## config.mk

```make
export PLATFORM = sky130hd
export DESIGN_NAME = uart_tx_arbiter
export DESIGN_NICKNAME = d
export VERILOG_FILES = /design/src/rtl/uart_tx_arbiter.sv
export SDC_FILE = /design/constraint.sdc
export NUM_CORES = 1
export LEC_CHECK = 0
export BUFFER_PORTS_ARGS = -buffer_cell sky130_fd_sc_hd__buf_2
export CAP_MARGIN = 10
export CORE_ASPECT_RATIO = 1.4
export CORE_MARGIN = 1
export CORE_UTILIZATION = 50
export CTS_CLUSTER_SIZE = 25
export DETAILED_ROUTE_END_ITERATION = 6
export GPL_ROUTABILITY_DRIVEN = 0
export MAX_ROUTING_LAYER = met4
export PLACE_DENSITY = 0.73
export SYNTH_ARGS = -nofsm -noshare
export SYNTH_HDL_FRONTEND = slang
export SYNTH_SLANG_ARGS = --single-unit
```

## constraint.sdc

```tcl
create_clock -name clk -period 2.45 [get_ports clk]
set_input_delay 0 -clock clk [delete_from_list [all_inputs] [get_ports clk]]
set_output_delay 0 -clock clk [all_outputs]
set_load 0.05 [all_outputs]
```

## src/rtl/uart_tx_arbiter.sv

```systemverilog
// Round-robin arbiter sharing one UART transmitter between NUM_REQ byte sources.
// One tx_start per granted byte; waits for tx_done (or watchdog abort) before re-arbitrating.
module uart_tx_arbiter #(
  parameter int NUM_REQ     = 4,
  parameter int DATA_W      = 8,
  parameter int TIMEOUT_CYC = 65536
) (
  input  logic                       clk,
  input  logic                       rst,
  input  logic [NUM_REQ-1:0]         req,
  input  logic [NUM_REQ*DATA_W-1:0]  req_data,
  output logic [NUM_REQ-1:0]         req_ack,
  output logic [NUM_REQ-1:0]         req_done,
  output logic                       tx_start,
  output logic [DATA_W-1:0]          tx_data,
  input  logic                       tx_busy,
  input  logic                       tx_done,
  output logic [$clog2(NUM_REQ)-1:0] grant_id,
  output logic                       busy,
  output logic                       timeout_err
);

  localparam int ID_W = $clog2(NUM_REQ);
  localparam int WD_W = (TIMEOUT_CYC > 2) ? $clog2(TIMEOUT_CYC) : 1;

  typedef logic [ID_W-1:0] idx_t;
  typedef enum logic [1:0] {S_IDLE, S_LAUNCH, S_WAIT} state_t;

  localparam idx_t            LAST_IDX = idx_t'(NUM_REQ - 1);
  // Outputs are registered, so the abort is decided one cycle before timeout_err shows.
  localparam logic [WD_W-1:0] WD_LAST  = WD_W'(TIMEOUT_CYC - 2);

  state_t            state, state_nxt;
  idx_t              last_grant, last_d;
  logic [WD_W-1:0]   wdog, wdog_d;
  logic              wd_expired;

  logic [DATA_W-1:0] req_bytes [NUM_REQ];
  logic              pick_valid;
  idx_t              pick_idx;
  idx_t              cand;

  logic              start_d, terr_d;
  logic [NUM_REQ-1:0] ack_d, done_d;
  idx_t              grant_d;
  logic [DATA_W-1:0] data_d;

  assign wd_expired = (wdog == WD_LAST);

  always_comb begin
    for (int i = 0; i < NUM_REQ; i++) begin
      req_bytes[i] = req_data[i*DATA_W +: DATA_W];
    end
  end

  // Scan from last_grant+1 with wrap so the requester just served ranks last.
  always_comb begin
    // NOTE: every variable written here gets a default first; a path that skips
    // an assignment would otherwise infer a latch.
    pick_valid = 1'b0;
    pick_idx   = '0;
    cand       = last_grant;
    for (int k = 0; k < NUM_REQ; k++) begin
      cand = (cand == LAST_IDX) ? '0 : cand + idx_t'(1);
      if (!pick_valid && req[cand]) begin
        pick_valid = 1'b1;
        pick_idx   = cand;
      end
    end
  end

  // State register
  always_ff @(posedge clk) begin
    // NOTE: sequential state uses non-blocking assignments so every register
    // samples pre-edge values regardless of statement order.
    if (rst) state <= S_IDLE;
    else     state <= state_nxt;
  end

  // Next-state logic
  always_comb begin
    state_nxt = state;
    case (state)
      S_IDLE:   if (pick_valid && !tx_busy) state_nxt = S_LAUNCH;
      S_LAUNCH: state_nxt = S_WAIT;
      S_WAIT:   if (tx_done || wd_expired) state_nxt = S_IDLE;
      default:  state_nxt = S_IDLE;
    endcase
  end

  // Output logic: next values of the registered outputs and bookkeeping.
  always_comb begin
    start_d = 1'b0;
    ack_d   = '0;
    done_d  = '0;
    terr_d  = 1'b0;
    grant_d = grant_id;
    data_d  = tx_data;
    last_d  = last_grant;
    wdog_d  = wdog;
    case (state)
      S_IDLE: begin
        if (pick_valid && !tx_busy) begin
          start_d         = 1'b1;
          ack_d[pick_idx] = 1'b1;
          grant_d         = pick_idx;
          data_d          = req_bytes[pick_idx];
        end
      end
      S_LAUNCH: wdog_d = '0;
      S_WAIT: begin
        wdog_d = wdog + 1'b1;
        // tx_done takes precedence over a watchdog expiring in the same cycle.
        if (tx_done) begin
          done_d[grant_id] = 1'b1;
          last_d           = grant_id;
        end else if (wd_expired) begin
          terr_d = 1'b1;
          last_d = grant_id;
        end
      end
      default: ;
    endcase
  end

  always_ff @(posedge clk) begin
    if (rst) begin
      req_ack     <= '0;
      req_done    <= '0;
      tx_start    <= 1'b0;
      tx_data     <= '0;
      grant_id    <= '0;
      busy        <= 1'b0;
      timeout_err <= 1'b0;
      last_grant  <= LAST_IDX;
      wdog        <= '0;
    end else begin
      req_ack     <= ack_d;
      req_done    <= done_d;
      tx_start    <= start_d;
      tx_data     <= data_d;
      grant_id    <= grant_d;
      busy        <= (state_nxt != S_IDLE);
      timeout_err <= terr_d;
      last_grant  <= last_d;
      wdog        <= wdog_d;
    end
  end

endmodule

```

==> summary.txt <==
CRITICAL PATH
---------------------------------------------------------------------------------
Slowest stage cell on the critical path                              sky130_fd_sc_hd__dfxtp_1
Worst Reg2Reg Path Length in Cells                                              9
CP Launch Type                                                          flip-flop
Critical path endpoint category                                         flip-flop
Critical path fanouts, max                                                     13
Class of the most critical setup path                                  reg -> reg
Arrival time of the worst setup path                                      2.40 ns
Beginning of the worst register-to-register path                     last_grant[1]$_SDFFE_PP1P_
CP cell instances                                                    ha_4 > nand2_2 > a21oi_2 > a2bb2oi_2 > buf_12 > mux2_2 > a221oi_1 > a21o_1 > a311oi_2
Delay of the slowest cell on the worst path                               0.34 ns
Critical path required time                                               2.59 ns
Endpoint of the most critical register-to-register path              tx_data[6]$_SDFFE_PP0P_
Setup slack on the worst flop-to-flop path                                0.18 ns

LOGIC SYNTHESIS
---------------------------------------------------------------------------------
Synthesized flop and latch total                                               41
EDFF count, synth                                                               0
Most used flip-flop cell after synthesis                             sky130_fd_sc_hd__dfxtp_1
Share of the yosys chip area belonging to registers                         0.311
Net Count, Synth                                                              352
Async S/R FF share, synth                                                       0
Area of the mapped netlist                                             2640 sq um
Post-Synthesis Cells                                                          305
Yosys warns                                                                     0
Mean cell area of the mapped netlist                                   8.64 sq um
Number of distinct library cells after synthesis                               57

STA
---------------------------------------------------------------------------------
Tightest Pin Transition                                                  0.630 ns
Unrepaired setup endpoints after global routing                                no
Worst Hold Margin                                                       0.0267 ns
Hold Violations, Final                                                          0
Post-layout worst setup margin                                           0.183 ns
Setup total negative slack                                                   0 ns
Period Utilization, post-route                                              0.925
Max-slew violation count                                                        0
Maximum frequency from static timing analysis                             441 MHz
Clock period minus worst slack                                            2.27 ns
Final setup vio count                                                           0
Setup Skew                                                             0.00583 ns
Remaining max-slew budget at the tightest pin                               0.580

CTS
---------------------------------------------------------------------------------
Clock slew seen by the registers of the worst setup and hold paths        0.08 ns
Number of buffers on the longest clock path                                     2
TritonCTS sink count                                                           41
Number of clock buffers inserted by TritonCTS                                   5
Worst-Skew Late Latency                                                   0.29 ns
Clock tree from TritonCTS                                                   built
CTS H-tree depth                                                                2
CTS root buffer                                                      sky130_fd_sc_hd__clkbuf_8
Post-CTS Setup Bufs                                                             0

ROUTE
---------------------------------------------------------------------------------
Antenna Nets Post-Route                                                         0
Final WL                                                             6500 microns
DR iter-0 viols                                                               154
Number of optimization iterations in the first detailed-route pass              4
# DRC                                                                           0
Via count of the routed design                                               2545
Via/cell ratio                                                               5.90
Routed WL per cell                                                   15.1 microns

DIE
---------------------------------------------------------------------------------
Std-Cell Core Area                                                     4950 sq um
Number of placement rows                                                       30
Horiz. Die Dim                                                       63.4 microns
Initial cell density of the core                                            0.532
Total I/O pin count                                                            61
DIE AREA                                                               5570 sq um
Y dimension of the die                                               87.9 microns

STATUS
---------------------------------------------------------------------------------
Run status                                                           finished clean

GLOBAL ROUTE
---------------------------------------------------------------------------------
Maximum number of pins on one net before global-route repair                   28
Total track usage                                                           0.240
Remaining Overflow, GRT                                                         0
Number of global-route vias before repair                                    2336
Global-route wire length before repair                               10400 microns
Antenna violations before repair                                                0

PLACE
---------------------------------------------------------------------------------
Minimum setup slack after placement                                     -0.192 ns
HPWL after detailed placement                                        4450 microns
Count of input and output buffers                                              60

HOLD PATH
---------------------------------------------------------------------------------
Type of the tightest min-delay check                                    in -> reg
Worst min-delay path startpoint                                      req_data[17]
Endpoint with the worst hold slack                                   tx_data[1]$_SDFFE_PP0P_
Cells on Worst Hold Path                                                        3

POWER AND IR DROP
---------------------------------------------------------------------------------
Total power divided by cell area                                      664 nW/um^2
Standby leakage power                                                  0.00134 uW
Max rail drop VDD                                                        0.256 mV

FINAL LAYOUT
---------------------------------------------------------------------------------
Growth of design area from synthesis to finish                              21.2%
Layout cells sized above 1                                                  0.283
Post-layout net count                                                         413
Ant. Diodes                                                                     0

JOB
---------------------------------------------------------------------------------
Number of max-capacitance violations reported                                   0

routing by layer:
layer	share of wire	global-route usage	wire, microns
met3	0.030	0.0273	197
met2	0.54	0.454	3500
met5	0	-	0
met1	0.42	0.252	2710
met4	0.016	0.0930	101
cell usage after synthesis, types with 7 or more instances:
cell,count,share of area
sky130_fd_sc_hd__a21o_1,8,0.023
sky130_fd_sc_hd__a21oi_1,11,0.021
sky130_fd_sc_hd__a22oi_1,7,0.020
sky130_fd_sc_hd__clkbuf_1,7,0.010
sky130_fd_sc_hd__dfxtp_1,41,0.31
sky130_fd_sc_hd__ha_1,7,0.033
sky130_fd_sc_hd__inv_1,8,0.011
sky130_fd_sc_hd__mux2_1,9,0.038
sky130_fd_sc_hd__mux2i_1,16,0.061
sky130_fd_sc_hd__nand2_1,22,0.031
sky130_fd_sc_hd__nor2_1,37,0.053
sky130_fd_sc_hd__nor3_1,9,0.017
sky130_fd_sc_hd__o21ai_0,9,0.017
sky130_fd_sc_hd__o221ai_1,8,0.027
sky130_fd_sc_hd__xor2_1,9,0.030
cell families after synthesis:
family,Yosys count,share of synthesized area
xor+xnor,10,0.0332
simple gates,106,0.198
buf+inv,27,0.0532
flops,41,0.311
compound gates,86,0.258
fa+ha+maj,7,0.0332
mux,28,0.112
stage by stage:
stage / power, uW / cell area (sq um) / utilization / cells
after CTS: 2120 / 3180 / 0.642 / 431
after floorplan: 1350 / 2640 / - / 305
after global routing: 2230 / 3190 / 0.644 / 431
final: 2120 / 3190 / 0.644 / 431
after detailed placement: 1520 / 3000 / 0.606 / 420
after global placement: 1510 / 3000 / 0.606 / 420
registers in the layout (all words and copies together), names as in the netlist:
signal and cells:
wdog 16, tx_data 8, req_ack 4, req_done 4, grant_id 2, last_grant 2, state 2, busy 1
timeout_err 1, tx_start 1
worst max path at each step:
stage | from | to | slack [ns] | depth (start not counted)
finish | last_grant[1]$_SDFFE_PP1P_ | tx_data[6]$_SDFFE_PP0P_ | 0.18 | 9
detailed placement | last_grant[0]$_SDFFE_PP1P_ | tx_data[4]$_SDFFE_PP0P_ | -0.19 | 8
global route | last_grant[0]$_SDFFE_PP1P_ | tx_data[6]$_SDFFE_PP0P_ | 0.009 | 9
CTS | last_grant[0]$_SDFFE_PP1P_ | tx_data[6]$_SDFFE_PP0P_ | 0.01 | 9
global placement | last_grant[0]$_SDFFE_PP1P_ | tx_data[5]$_SDFFE_PP0P_ | -0.06 | 8
floorplan | last_grant[0]$_SDFFE_PP1P_ | tx_data[3]$_SDFFE_PP0P_ | 0.24 | 10
power breakdown:
group | total (uW) | internal [uW] | switching, uW
registers | 752 | 716 | 36.7
clock network | 557 | 331 | 226
logic | 809 | 291 | 518
total | 2120 | 1340 | 781
placed cells by master (no fill, tap or decap), drive strengths merged, types with 2 or more instances in the layout:
master / Yosys / routed
buf: 11 / 69
dfxtp: 41 / 41
nor2: 37 / 37
nand2: 23 / 23
mux2i: 16 / 16
a21oi: 14 / 16
mux2: 12 / 12
o21ai: 11 / 11
nor3: 9 / 9
xor2: 9 / 9
inv: 8 / 8
a21o: 8 / 8
o221ai: 8 / 8
a22oi: 7 / 7
a221oi: 7 / 7
o22ai: 7 / 7
ha: 7 / 7
or3: 6 / 6
o211ai: 6 / 6
a311oi: 6 / 6
clkbuf: 7 / 6
nor2b: 6 / 6
nand4: 5 / 5
nand3: 5 / 5
nand3b: 3 / 3
o21a: 2 / 2
nand2b: 2 / 2
and2: 2 / 2
a211oi: 2 / 2
nor4: 2 / 2
o31ai: 2 / 2
and2b: 2 / 2
and3: 2 / 2
critical path, delay by kind of cell, from the launching register on:
kind | cells | cell delay (ns)
DFF | 1 | 0.34
and+or+nand+nor | 1 | 0.06
muxes | 1 | 0.33
buffers and inverters | 1 | 0.17
adders and majority gates | 1 | 0.34
AOI/OAI and AO/OA | 5 | 0.86
cell type report:
| type | instances | area [sq um] |
|---|---|---|
| tap | 64 | 80.1 |
| inverter | 9 | 33.8 |
| timing repair buffer | 70 | 403 |
| multi-input combinational | 239 | 1740 |
| clock inverter | 2 | 37.5 |
| sequential | 41 | 821 |
| fill | 447 | 1760 |
| clock buffer | 6 | 82.6 |
repair_timing:
| action | 4_1_cts | 5_1_grt |
|---|---|---|
| cloned | 2 | 0 |
| hold buffers | 1 | 0 |
| endpoints found under the hold margin | 1 | 0 |
| pin swaps | 1 | 0 |
| endpoints found under the setup margin | 8 | 8 |
| gates resized for setup | 5 | 2 |
Note: power is estimated with default switching activity, not from simulation.
